`src/rtl/rps_pkg.sv`:
```
// rps_pkg: shared choice/winner codes and round-controller state encoding.
package rps_pkg;

    localparam logic [1:0] ROCK        = 2'd0;
    localparam logic [1:0] PAPER       = 2'd1;
    localparam logic [1:0] SCISSORS    = 2'd2;
    localparam logic [1:0] SEL_INVALID = 2'd3;

    localparam logic [1:0] W_NONE = 2'd0;
    localparam logic [1:0] W_P1   = 2'd1;
    localparam logic [1:0] W_P2   = 2'd2;
    localparam logic [1:0] W_TIE  = 2'd3;

    typedef enum logic [1:0] {
        WAIT  = 2'd0,
        COUNT = 2'd1,
        SHOW  = 2'd2,
        DONE  = 2'd3
    } state_t;

endpackage

```
`src/rtl/rps_judge.sv`:
```
// rps_judge: decides a round from two valid choices via (a - b) mod 3.
module rps_judge
    import rps_pkg::*;
(
    input  logic [1:0] a,
    input  logic [1:0] b,
    output logic [1:0] w
);

    logic [2:0] diff;
    logic [2:0] d;

    // Bias by 3 so the subtraction never wraps for choices 0..2
    assign diff = {1'b0, a} + 3'd3 - {1'b0, b};
    assign d    = (diff >= 3'd3) ? diff - 3'd3 : diff;
    assign w    = (d == 3'd0) ? W_TIE : (d == 3'd1) ? W_P1 : W_P2;

endmodule

```
`src/rtl/rps_round_ctrl.sv`:
```
// rps_round_ctrl: latches player choices, delays the reveal, judges rounds
// and keeps match scores for the seven-segment display path.
module rps_round_ctrl
    import rps_pkg::*;
#(
    parameter int REVEAL_DLY = 4,
    parameter int WIN_SCORE  = 3,
    parameter int SCORE_W    = 4
) (
    input  logic               clk,
    input  logic               rst_n,
    input  logic [1:0]         p1_sel,
    input  logic               p1_lock,
    input  logic [1:0]         p2_sel,
    input  logic               p2_lock,
    input  logic               new_round,
    output logic [3:0]         p1_choice,
    output logic [3:0]         p2_choice,
    output logic               reveal,
    output logic               p1_locked,
    output logic               p2_locked,
    output logic [1:0]         winner,
    output logic [SCORE_W-1:0] p1_score,
    output logic [SCORE_W-1:0] p2_score,
    output logic               match_over
);

    localparam int CW = $clog2(REVEAL_DLY + 1);
    localparam logic [CW-1:0]      CNT_LOAD = CW'(REVEAL_DLY - 1);
    localparam logic [SCORE_W-1:0] WIN      = SCORE_W'(WIN_SCORE);

    state_t        state;
    logic [1:0]    p1_q, p2_q;
    logic [CW-1:0] cnt;
    logic [1:0]    judged;
    logic          p1_acc, p2_acc;

    assign p1_acc = p1_lock && (p1_sel != SEL_INVALID) && !p1_locked;
    assign p2_acc = p2_lock && (p2_sel != SEL_INVALID) && !p2_locked;

    rps_judge u_judge (.a(p1_q), .b(p2_q), .w(judged));

    always_ff @(posedge clk or negedge rst_n) begin
        if (!rst_n) begin
            state      <= WAIT;
            p1_q       <= ROCK;
            p2_q       <= ROCK;
            cnt        <= '0;
            p1_choice  <= '0;
            p2_choice  <= '0;
            reveal     <= 1'b0;
            p1_locked  <= 1'b0;
            p2_locked  <= 1'b0;
            winner     <= W_NONE;
            p1_score   <= '0;
            p2_score   <= '0;
            match_over <= 1'b0;
        end else begin
            case (state)
                WAIT: begin
                    if (p1_acc) begin
                        p1_q      <= p1_sel;
                        p1_locked <= 1'b1;
                    end
                    if (p2_acc) begin
                        p2_q      <= p2_sel;
                        p2_locked <= 1'b1;
                    end
                    // Counting starts alongside the second flag so reveal lands REVEAL_DLY later
                    if ((p1_locked || p1_acc) && (p2_locked || p2_acc)) begin
                        state <= COUNT;
                        cnt   <= CNT_LOAD;
                    end
                end
                COUNT: begin
                    if (cnt == '0) begin
                        state     <= SHOW;
                        reveal    <= 1'b1;
                        winner    <= judged;
                        p1_choice <= {2'b00, p1_q};
                        p2_choice <= {2'b00, p2_q};
                        if (judged == W_P1 && p1_score < WIN)
                            p1_score <= p1_score + 1'b1;
                        if (judged == W_P2 && p2_score < WIN)
                            p2_score <= p2_score + 1'b1;
                    end else begin
                        cnt <= cnt - 1'b1;
                    end
                end
                SHOW: begin
                    if (p1_score == WIN || p2_score == WIN) begin
                        state      <= DONE;
                        match_over <= 1'b1;
                    end else if (new_round) begin
                        state     <= WAIT;
                        reveal    <= 1'b0;
                        winner    <= W_NONE;
                        p1_choice <= '0;
                        p2_choice <= '0;
                        p1_locked <= 1'b0;
                        p2_locked <= 1'b0;
                    end
                end
                DONE: begin
                    if (new_round) begin
                        state      <= WAIT;
                        reveal     <= 1'b0;
                        winner     <= W_NONE;
                        p1_choice  <= '0;
                        p2_choice  <= '0;
                        p1_locked  <= 1'b0;
                        p2_locked  <= 1'b0;
                        p1_score   <= '0;
                        p2_score   <= '0;
                        match_over <= 1'b0;
                    end
                end
            endcase
        end
    end

endmodule

```
`config.mk`:
```
export PLATFORM = sky130hd
export DESIGN_NAME = rps_round_ctrl
export DESIGN_NICKNAME = d
export VERILOG_FILES = /design/src/rtl/rps_pkg.sv /design/src/rtl/rps_judge.sv /design/src/rtl/rps_round_ctrl.sv
export SDC_FILE = /design/constraint.sdc
export NUM_CORES = 1
export LEC_CHECK = 0
export BUFFER_PORTS_ARGS = -buffer_cell sky130_fd_sc_hd__buf_4
export CORE_ASPECT_RATIO = 1.5
export CORE_UTILIZATION = 42
export CTS_CLUSTER_DIAMETER = 80
export DETAILED_ROUTE_END_ITERATION = 6
export HOLD_SLACK_MARGIN = 0.03
export PLACE_DENSITY = 0.69
export SLEW_MARGIN = 10
export SYNTH_ARGS = -nofsm -noshare
export SYNTH_HDL_FRONTEND = slang
export SYNTH_HIERARCHICAL = 1
export SYNTH_SLANG_ARGS = --single-unit
```
`constraint.sdc`:
```
create_clock -name clk -period 3.1 [get_ports clk]
set_input_delay 0.155 -clock clk [delete_from_list [all_inputs] [get_ports clk]]
set_output_delay 0.155 -clock clk [all_outputs]
set_load 0.05 [all_outputs]
```
## After elaboration in Yosys (flattened, before gate mapping)

Index checks and enable logic that the tools add are counted.

- Bits in registers: 31
- Latch bits: 0
- Memory bits (writable): 0
- ROM bits: 0
- Word-level logic and storage cells: 117
- Memories kept: 0

- Add/sub/neg operators: 6
- Multipliers: 0
- Div/mod/pow operators: 0
- Magnitude comparators: 3
- Equal/unequal tests: 20
- Shifts and indexed selects: 0
- Multiplexer cells: 45
- Bitwise gates (word level): 0
- Reduce and logical (&&, ||, !) cells: 30

Operators by type and width:

| kind | number |
|---|---|
| 4-bit 2-to-1 mux | 11 |
| 2-bit != test (second input constant) | 12 |
| 4-bit one-hot mux with 3 select lines | 2 |
| 2-bit 2-to-1 mux | 9 |
| 4-bit one-hot mux with 2 select lines | 2 |
| 3-bit AND reduction | 5 |
| 1-bit 2-to-1 mux | 11 |
| 3-bit 2-to-1 mux | 3 |
| 1-bit one-hot mux with 3 select lines | 3 |
| 4-bit by 1-bit adder with 4-bit output (second input constant) | 2 |
| 4-bit by 2-bit == test with 1-bit output (second input constant) | 2 |
| 4-bit by 2-bit less-than comparator with 1-bit output (second input constant) | 2 |
| 2-bit one-hot mux with 4 select lines | 1 |
| 4-bit AND reduction | 2 |
| 1-bit logical AND | 7 |
| 2-bit == test (second input constant) | 3 |
| 3-bit zero test | 2 |
| 2-bit one-hot mux with 3 select lines | 1 |
| 3-bit one-hot mux with 2 select lines | 1 |
| 2-bit AND reduction | 3 |
| 2-bit nonzero test | 3 |
| 3-bit nonzero test | 2 |
| 2-bit by 1-bit == test with 1-bit output (second input constant) | 2 |
| 2-bit by 2-bit adder with 3-bit output (second input constant) | 1 |
| other kinds (9) | 12 |

## Depth between registers and ports, before layout

Gate-level depths: netlist of run 1.

- Depth in word-level cells: 12
- Gate-level depth with buffers: 11

## By module

Netlist of run 1, hierarchy kept.

Modules (own cells, without submodules):

| module | instances | cells an instance | area an instance (µm²) | seq. area each (µm²) |
|---|---|---|---|---|
| rps_round_ctrl | 1 | 121 | 1,323.8 | 675.6 |
| rps_judge | 1 | 13 | 105.1 | 0.0 |

## Least setup slack after synthesis of run 1

No wires, ideal clock.

- Path type: reg2reg
- From: register p2_q[0]
- To: register p1_score[0]
- Data arrival time: 2.539 ns
- Data required time: 2.996 ns
- Path slack: 0.457 ns
- Cell stages (with the launch flop): 12
- Path buffers: 0
- Period minus slack after synthesis: 2.643 ns
- Cell sequence: dfrtp_1 > inv_1 > ha_1 > inv_1 > fa_1 > inv_1 > ha_1 > ha_1 > nor3b_1 > o32a_1 > or4_4 > o311ai_1

- Cells in the longest elaborated chain, start to end: 10
- Elaborated cells between the ends (all ways): 12
- Those cells by class: add/sub: 2; order compare: 1; eq/ne: 3; mux: 3; reduce/logical: 3

RTL lines:

| element | line | source |
|---|---|---|
| start, declared | rps_round_ctrl.sv:33 | `logic [1:0] p1_q, p2_q;` |
| start signal, assigned | rps_round_ctrl.sv:66 | `p2_q <= p2_sel;` |
| 3-bit by 2-bit subtractor with 3-bit output (*) | rps_judge.sv:14 | `assign diff = {1'b0, a} + 3'd3 - {1'b0, b};` |
| 3-bit by 2-bit subtractor with 3-bit output / 3-bit by 2-bit >= comparator with 1-bit output (equally long branches) | rps_judge.sv:15 | `assign d = (diff >= 3'd3) ? diff - 3'd3 : diff;` |
| 3-bit 2-to-1 mux (*) | rps_judge.sv:15 |  |
| 3-bit by 1-bit == test with 1-bit output | rps_judge.sv:16 | `assign w = (d == 3'd0) ? W_TIE : (d == 3'd1) ? W_P1 : W_P2;` |
| 2-bit 2-to-1 mux | rps_judge.sv:16 |  |
| 2-bit 2-to-1 mux (*) | rps_judge.sv:16 |  |
| via judged[1] | rps_round_ctrl.sv:35 | `logic [1:0] judged;` |
| 2-bit by 1-bit == test with 1-bit output (*) | rps_round_ctrl.sv:82 | `if (judged == W_P1 && p1_score < WIN)` |
| 1-bit logical AND (*) | rps_round_ctrl.sv:82 |  |
| 2-bit != test (no line) (*) | -- |  |
| 4-bit AND reduction (no line) (*) | -- |  |
| end signal, assigned | rps_round_ctrl.sv:83 | `p1_score <= p1_score + 1'b1;` |
| end, declared | rps_round_ctrl.sv:23 | `output logic [SCORE_W-1:0] p1_score,` |

The timed path passes the listed nets; every way through them passes the cells marked *.
A chain may end at the register's enable or synchronous reset.

## Worst setup path in the final report of run 1

- From: register p2_q[0]
- To: register p1_score[1]

Same word-level chain as after synthesis.

==> impl_metrics.json, run 1 <==
{
  "overflow": 0,
  "synth_top_family_by_area": "compound AO/OA/AOI/OAI gates",
  "cts_buffers": 3,
  "syn_inst": 134,
  "setup_viol": 0,
  "cts_tree": "yes",
  "first_pass_iters": 4,
  "ys_top_cells_by_area": "dfrtp_1, ha_1, mux2i_1, a21oi_1, inv_1",
  "synth_xor_area_frac": 0,
  "hold_class": "input port to flop",
  "grt_antenna_before_repair": 0,
  "synthMuxAreaShare": 0.08056,
  "diodes": 0,
  "cp.required_ns": 3.28,
  "first_iter_violations": 26,
  "yosys_warnings": 6,
  "path_cells": "inv_1, ha_1, inv_1, fa_1, inv_1, ha_1, ha_1, nor3b_1, o32a_1, or4_4, o311ai_1",
  "grt_pass1_vias": 1101,
  "wl_mm": 2.922,
  "synth_compound_area_frac": 0.1760,
  "cp_max_fo": 7,
  "hold-worst-slack_ns": 0.1160,
  "clk_path_buf_depth": 2,
  "portBuffers": 26,
  "cts.sinks": 27,
  "hold_viol_final": 0,
  "syn_avg_cell_area_um2": 10.66,
  "fin_nets": 179,
  "grt_pass1_wl_mm": 5.078,
  "globalplace.congestion": 0.8570,
  "end_kind": "flop",
  "dieWidth_um": 49.63,
  "clkTransAtPathRegs_ns": 0.09,
  "grt_max_degree": 28,
  "synth-adder-area-share": 0.07531,
  "wl_per_cell_um": 14.54,
  "ioPinCount": 31,
  "slew-limit-headroom": 0.4274,
  "initial_core_util": 0.4478,
  "cts_root_buf": "clkbuf_8",
  "die_h_um": 73.44,
  "dr_total_vias": 1099,
  "synth-simple-area-share": 0.1191,
  "worstPathArrival_ns": 3.01,
  "synth_area_mm2": 0.001429,
  "slowest_stage": "or4_4",
  "crit_type": "flop to flop",
  "grt_usage": 0.1843,
  "fp-row-count": 25,
  "cap_violations": 0,
  "fmax_mhz": 353.2,
  "ctsHtreeMaxLevel": 1,
  "final_util": 0.5302,
  "holdCritStartpoint": "p2_sel[1]",
  "worstMarginPinSlew_ns": 0.8532,
  "insertion_delay_ns": 0.27,
  "r2r_start": "p2_q[0]",
  "hpwlAfterDp_mm": 2.226,
  "skew_ns": 0.002985,
  "rsz0062_at_grt": "false",
  "dieArea_mm2": 0.003644,
  "totalNegativeSetupSlack_ns": 0,
  "ant_nets": 0,
  "yosysSeqAreaShare": 0.4729,
  "max_stage_delay_ns": 0.55,
  "worst_setup_path_start_kind": "flop",
  "yosysUniqueCellTypes": 34,
  "drc": 0,
  "via_per_inst": 5.468,
  "ys_ff_latch": 27,
  "final_max_slew_viol_count": 0,
  "min_period_over_period": 0.9132,
  "yosysTopAreaCellShare": 0.4729,
  "cp-startpoint": "p2_q[0]",
  "final_layout_size_suffix_gt1_frac": 0.2236,
  "coreArea_mm2": 0.003191,
  "area_growth_pct": 18.39,
  "status": "complete, no violations",
  "final.min_clock_period_ns": 2.831,
  "yosysTopAreaCell": "dfrtp_1"
}
-- final timing paths --
path,end,slack (ns),depth (start not counted)
worst max-delay path,p1_score[1],0.27,11
worst min-delay path,p2_q[1],0.12,2
worst max register to register,p1_score[1],0.27,11
worst min register to register,reveal,0.54,2
max in group asynchronous,state[1],2.51,2
min in group asynchronous,p1_score[0],0.32,2
-- cells in the mapped netlist, drive strengths merged --
cell type / n
a211o: 2
a21boi: 3
a21oi: 13
a22o: 1
a22oi: 1
a31oi: 2
and2: 6
buf: 6
clkbuf: 1
clkinv: 1
conb: 1
dfrtp: 27
fa: 1
ha: 7
inv: 14
mux2: 4
mux2i: 7
nand2: 2
nand3b: 3
nand4b: 1
nor2: 5
nor2b: 2
nor3b: 4
nor4: 1
o211ai: 2
o21ai: 8
o221ai: 2
o311ai: 4
o32a: 1
or4: 1
or4b: 1
-- stage by stage --
stage                     instances  setup WS [ns]  area [um2]
after floorplan                 137         0.4565        1440
after CTS                       201         0.2721        1692
after detailed placement        196         0.2854        1637
final                           201         0.2691        1692
after global placement          196         0.3829        1637
after global routing            201        0.09675        1692
-- cell usage in the layout (no fill, tap or decap), drive strengths merged, types with 2 or more instances in the layout --
cell type  synthesis  layout
inv               14      14
buf                6      26
a21boi             3       3
o211ai             2       2
and2               6       6
nand3b             3       3
clkbuf             1       4
nor2b              2       2
o21ai              8       8
o221ai             2       2
mux2               4       4
a21oi             13      13
ha                 7       7
nor2               5       5
a211o              2       2
nand2              2       2
conb               1       4
o311ai             4       4
mux2i              7       7
dfrtp             27      27
nor3b              4       4
a31oi              2       2
-- metal layers --
metal,vias to the layer above,wire (um),track usage
met3,7,112,0.02484
met4,0,65,0.08571
met1,535,1200,0.2202
met5,-,0,0
met2,29,1544,0.3243
li1,528,-,-
-- flip-flops by register name, indices dropped and copies added, names as in the netlist --
name and cells:
cnt 3, match_over 1, p1_choice 2, p1_locked 1, p1_q 2, p1_score 4, p2_choice 2, p2_locked 1
p2_q 2, p2_score 4, reveal 1, state 2, winner 2
-- layout make-up --
cell class              instances  area (um2)
multi-input cells              88       659.4
repair buffers                 27       205.2
well taps                      40       50.05
fillers                       304        1499
flip-flops and latches         27       675.6
clock buffers                   4       45.04
inverters                      15       56.30
-- worst max-delay path, delay by kind of cell (launching register included) --
kind,cells,cell delay [ns]
flip-flops,1,0.40
buffers and inverters,3,0.16
adder cells (fa/ha/maj),4,0.97
AND/OR/NAND/NOR,2,0.70
AO/OA/AOI/OAI,2,0.52
-- kinds of logic after synthesis --
| group | count (synthesis) |
|---|---|
| AO/OA/AOI/OAI | 39 |
| flip-flops | 27 |
| AND/OR/NAND/NOR | 26 |
| buffers and inverters | 22 |
| multiplexers | 11 |
| adder cells (fa/ha/maj) | 8 |
| other | 1 |
-- what timing repair did --
action	4_1_cts	5_1_grt
endpoints found under the hold margin	27	0
setup buffers	0	0
resized for setup	0	0
hold buffers	1	0
Power of run 1 is not shown: default switching activity piles up to over one toggle a cycle in this logic, so the estimate is an artifact.
==> run 2, diff against run 1 <==
==> config.mk (replaced) <==
export PLATFORM = sky130hd
export DESIGN_NAME = rps_round_ctrl
export DESIGN_NICKNAME = d
export VERILOG_FILES = /design/src/rtl/rps_pkg.sv /design/src/rtl/rps_judge.sv /design/src/rtl/rps_round_ctrl.sv
export SDC_FILE = /design/constraint.sdc
export NUM_CORES = 1
export LEC_CHECK = 0
export CORE_ASPECT_RATIO = 1.5
export CORE_UTILIZATION = 55
export CTS_CLUSTER_DIAMETER = 80
export DETAILED_ROUTE_END_ITERATION = 6
export DONT_BUFFER_PORTS = 1
export HOLD_SLACK_MARGIN = 0.03
export PLACE_DENSITY = 0.75
export SLEW_MARGIN = 10
export SYNTH_ARGS = -nofsm -noshare
export SYNTH_HDL_FRONTEND = slang
export SYNTH_SLANG_ARGS = --single-unit
==> impl_metrics.json, run 2 <==
{
  "final_cell_mix": "dfrtp_1, inv_1, mux2_2",
  "diodes": 0,
  "fp-row-count": 22,
  "seq_area_um2": 675.6,
  "async_reset_ff_frac": 1.000,
  "cts.sinks": 27,
  "globalplace.congestion": 0.8335,
  "insertion_delay_ns": 0.32,
  "min_period_over_period": 0.9664,
  "ir_worst_vdd_mv": 0.6333,
  "hold_viol_final": 0,
  "final_cells": 170,
  "syn_avg_cell_area_um2": 10.58,
  "reg_top3": "p1_score x4, p2_score x4, cnt x3",
  "setup_viol": 0,
  "ys_top_cells_by_area": "dfrtp_1, mux2_2, ha_1, a22o_1, inv_1",
  "yosysUniqueCellTypes": 41,
  "clk_path_buf_depth": 2,
  "syn_inst": 137,
  "grt_antenna_before_repair": 0,
  "slew-limit-headroom": 0.6265,
  "fill_cells": 198,
  "synth_area_mm2": 0.001449,
  "skew_ns": 0.008013,
  "status": "complete, but fails checks",
  "cp_max_fo": 3,
  "initial_core_util": 0.5848,
  "dp.cells": 157,
  "fin_area_mm2": 0.001588,
  "yosys_warnings": 0,
  "seq_power_share": 0.464,
  "via_per_inst": 6.276,
  "whs_path_depth": 2,
  "ff2ff_setup_slack_ns": 0.10,
  "dieArea_mm2": 0.002848,
  "synth_common_cells": "dfrtp_1, inv_1, mux2_2",
  "place_area_mm2": 0.001453,
  "final_max_slew_viol_count": 0,
  "ant_nets": 0,
  "fin_nets": 164,
  "clkTransAtPathRegs_ns": 0.14,
  "ctsHtreeMaxLevel": 1,
  "multiInputGateArea_um2": 710.7,
  "portBuffers": 0,
  "totalNegativeSetupSlack_ns": 0,
  "yosysSeqAreaShare": 0.4663,
  "worst_setup_path_start_kind": "flop",
  "cap_violations": 0,
  "ys_ff_latch": 27,
  "grt_max_degree": 28,
  "grt_pass1_wl_mm": 4.940,
  "yosysTopAreaCell": "dfrtp_1",
  "p_sw_uw": 909.7,
  "first_iter_violations": 28,
  "die_h_um": 64.86,
  "synth_flop_cell": "dfrtp_1",
  "pwr-share-clk": 0.080,
  "synth_edf_count": 0,
  "yosysMostFrequentCell": "dfrtp_1",
  "area_growth_pct": 9.585,
  "overflow": 0,
  "hold_class": "input port to flop",
  "crit_type": "flop to flop",
  "cp.required_ns": 3.32,
  "reg2reg_depth": 11,
  "final_layout_size_suffix_gt1_frac": 0.1438,
  "hpwlAfterDp_mm": 2.140,
  "cts_tree": "yes",
  "wl_mm": 2.886,
  "grt_usage": 0.2274,
  "final_common_cell": "dfrtp_1",
  "worstPathArrival_ns": 3.22,
  "fmax_mhz": 333.8,
  "grt_pass1_vias": 1138,
  "yosysTopAreaCellShare": 0.4663,
  "end_kind": "flop",
  "cts_buffers": 3,
  "final.min_clock_period_ns": 2.996,
  "drc": 1,
  "wl_per_cell_um": 16.98,
  "dr_total_vias": 1067,
  "dieWidth_um": 43.91,
  "violations": "design-rule violations",
  "coreArea_mm2": 0.002477,
  "power.density_mw_per_mm2": 1167,
  "switching_share": 0.4909,
  "first_pass_iters": 7,
  "intPower_uw": 943.5,
  "cts_root_buf": "clkbuf_4",
  "p_leak_nw": 0.7290,
  "pwr-share-comb": 0.457,
  "worstMarginPinSlew_ns": 0.5602,
  "total_power_mw": 1.853,
  "ioPinCount": 31
}
==> run 2: cell types whose count changed in the layout (fill, tap and decap cells not counted), sizes merged, moves of 4 or more <==
cell	before	now
a21oi	13	7
buf	26	4
mux2i	7	0
a22o	1	6
nand2	2	7
nand3	0	4
dlygate4sd3	1	6
and2	6	2
mux2	4	8
==> run 2: cells by family (layout without fill, tap and decap cells) <==
family / count (synthesis) / in the layout / share of synthesized area
AOI/OAI and AO/OA: 37 / 37 / 0.1788
and+or+nand+nor: 37 / 37 / 0.1563
DFF: 27 / 27 / 0.4663
buffers and inverters: 19 / 25 / 0.05958
adders and majority gates: 8 / 8 / 0.07426
muxes: 8 / 8 / 0.06218
other: 1 / 4 / 0.002588
==> run 2: layout make-up <==
| class | instances | share of cell area |
|---|---|---|
| Clock inverter | 1 | 0.003152 |
| Sequential cell | 27 | 0.4255 |
| Tap cell | 24 | 0.01891 |
| Inverter | 11 | 0.02600 |
| Timing Repair Buffer | 10 | 0.06462 |
| Multi-Input combinational cell | 94 | 0.4476 |
| Clock buffer | 3 | 0.01418 |
==> run 2: power groups by stage <==
stage | logic, mW | clock network (mW) | registers (mW)
after floorplan | 0.633 | 0 | 0.819
after global placement | 0.712 | 0 | 0.859
after detailed placement | 0.763 | 0 | 0.868
after CTS | 0.784 | 0.157 | 0.859
after global routing | 0.955 | 0.168 | 0.878
final | 0.846 | 0.148 | 0.859
==> run 2: final timing paths <==
| kind | startpoint | to |
|---|---|---|
| worst max-delay path | p2_q[0] | p1_score[0] |
| worst max register to register | p2_q[0] | p1_score[0] |
| min in group asynchronous | rst_n | p1_choice[1] |
| worst min register to register | p2_q[0] | p2_q[0] |
| max in group asynchronous | rst_n | cnt[1] |
| worst min-delay path | new_round | p2_score[2] |
==> run 2: critical path, cell delays in order, from the launching register on <==
cell and delay (ns):
dfrtp_1 0.43, inv_1 0.06, ha_1 0.13, inv_1 0.06
fa_1 0.55, inv_1 0.05, ha_1 0.20, ha_4 0.22
or3_1 0.34, mux2_2 0.28, or4_1 0.48, o311ai_1 0.09
==> run 2: timing repair <==
item / in CTS / in global routing
hold buffers: 7 / 0
gates resized for setup: 0 / 1
endpoints found under the setup margin: 0 / 1
setup buffers: 0 / 2
hold endpoints to repair: 32 / 0
==> run 2: layer usage <==
layer | part of all wire | GRT usage
met1 | 0.40 | 0.2577
met2 | 0.53 | 0.4104
met4 | 0.026 | 0.08712
met5 | 0 | 0
met3 | 0.039 | 0.03900
==> run 2: metrics by stage <==
step / setup slack, ns / util / hold slack, ns
finish: 0.1043 / 0.6409 / 0.06448
global route: -0.02360 / 0.6409 / 0.07590
CTS: 0.05159 / 0.6298 / 0.06302
detailed placement: 0.08257 / 0.5864 / -0.1401
global placement: 0.2692 / 0.5864 / -0.1401
floorplan: 0.3155 / - / -0.1406
(Power assumes the default switching activity.)
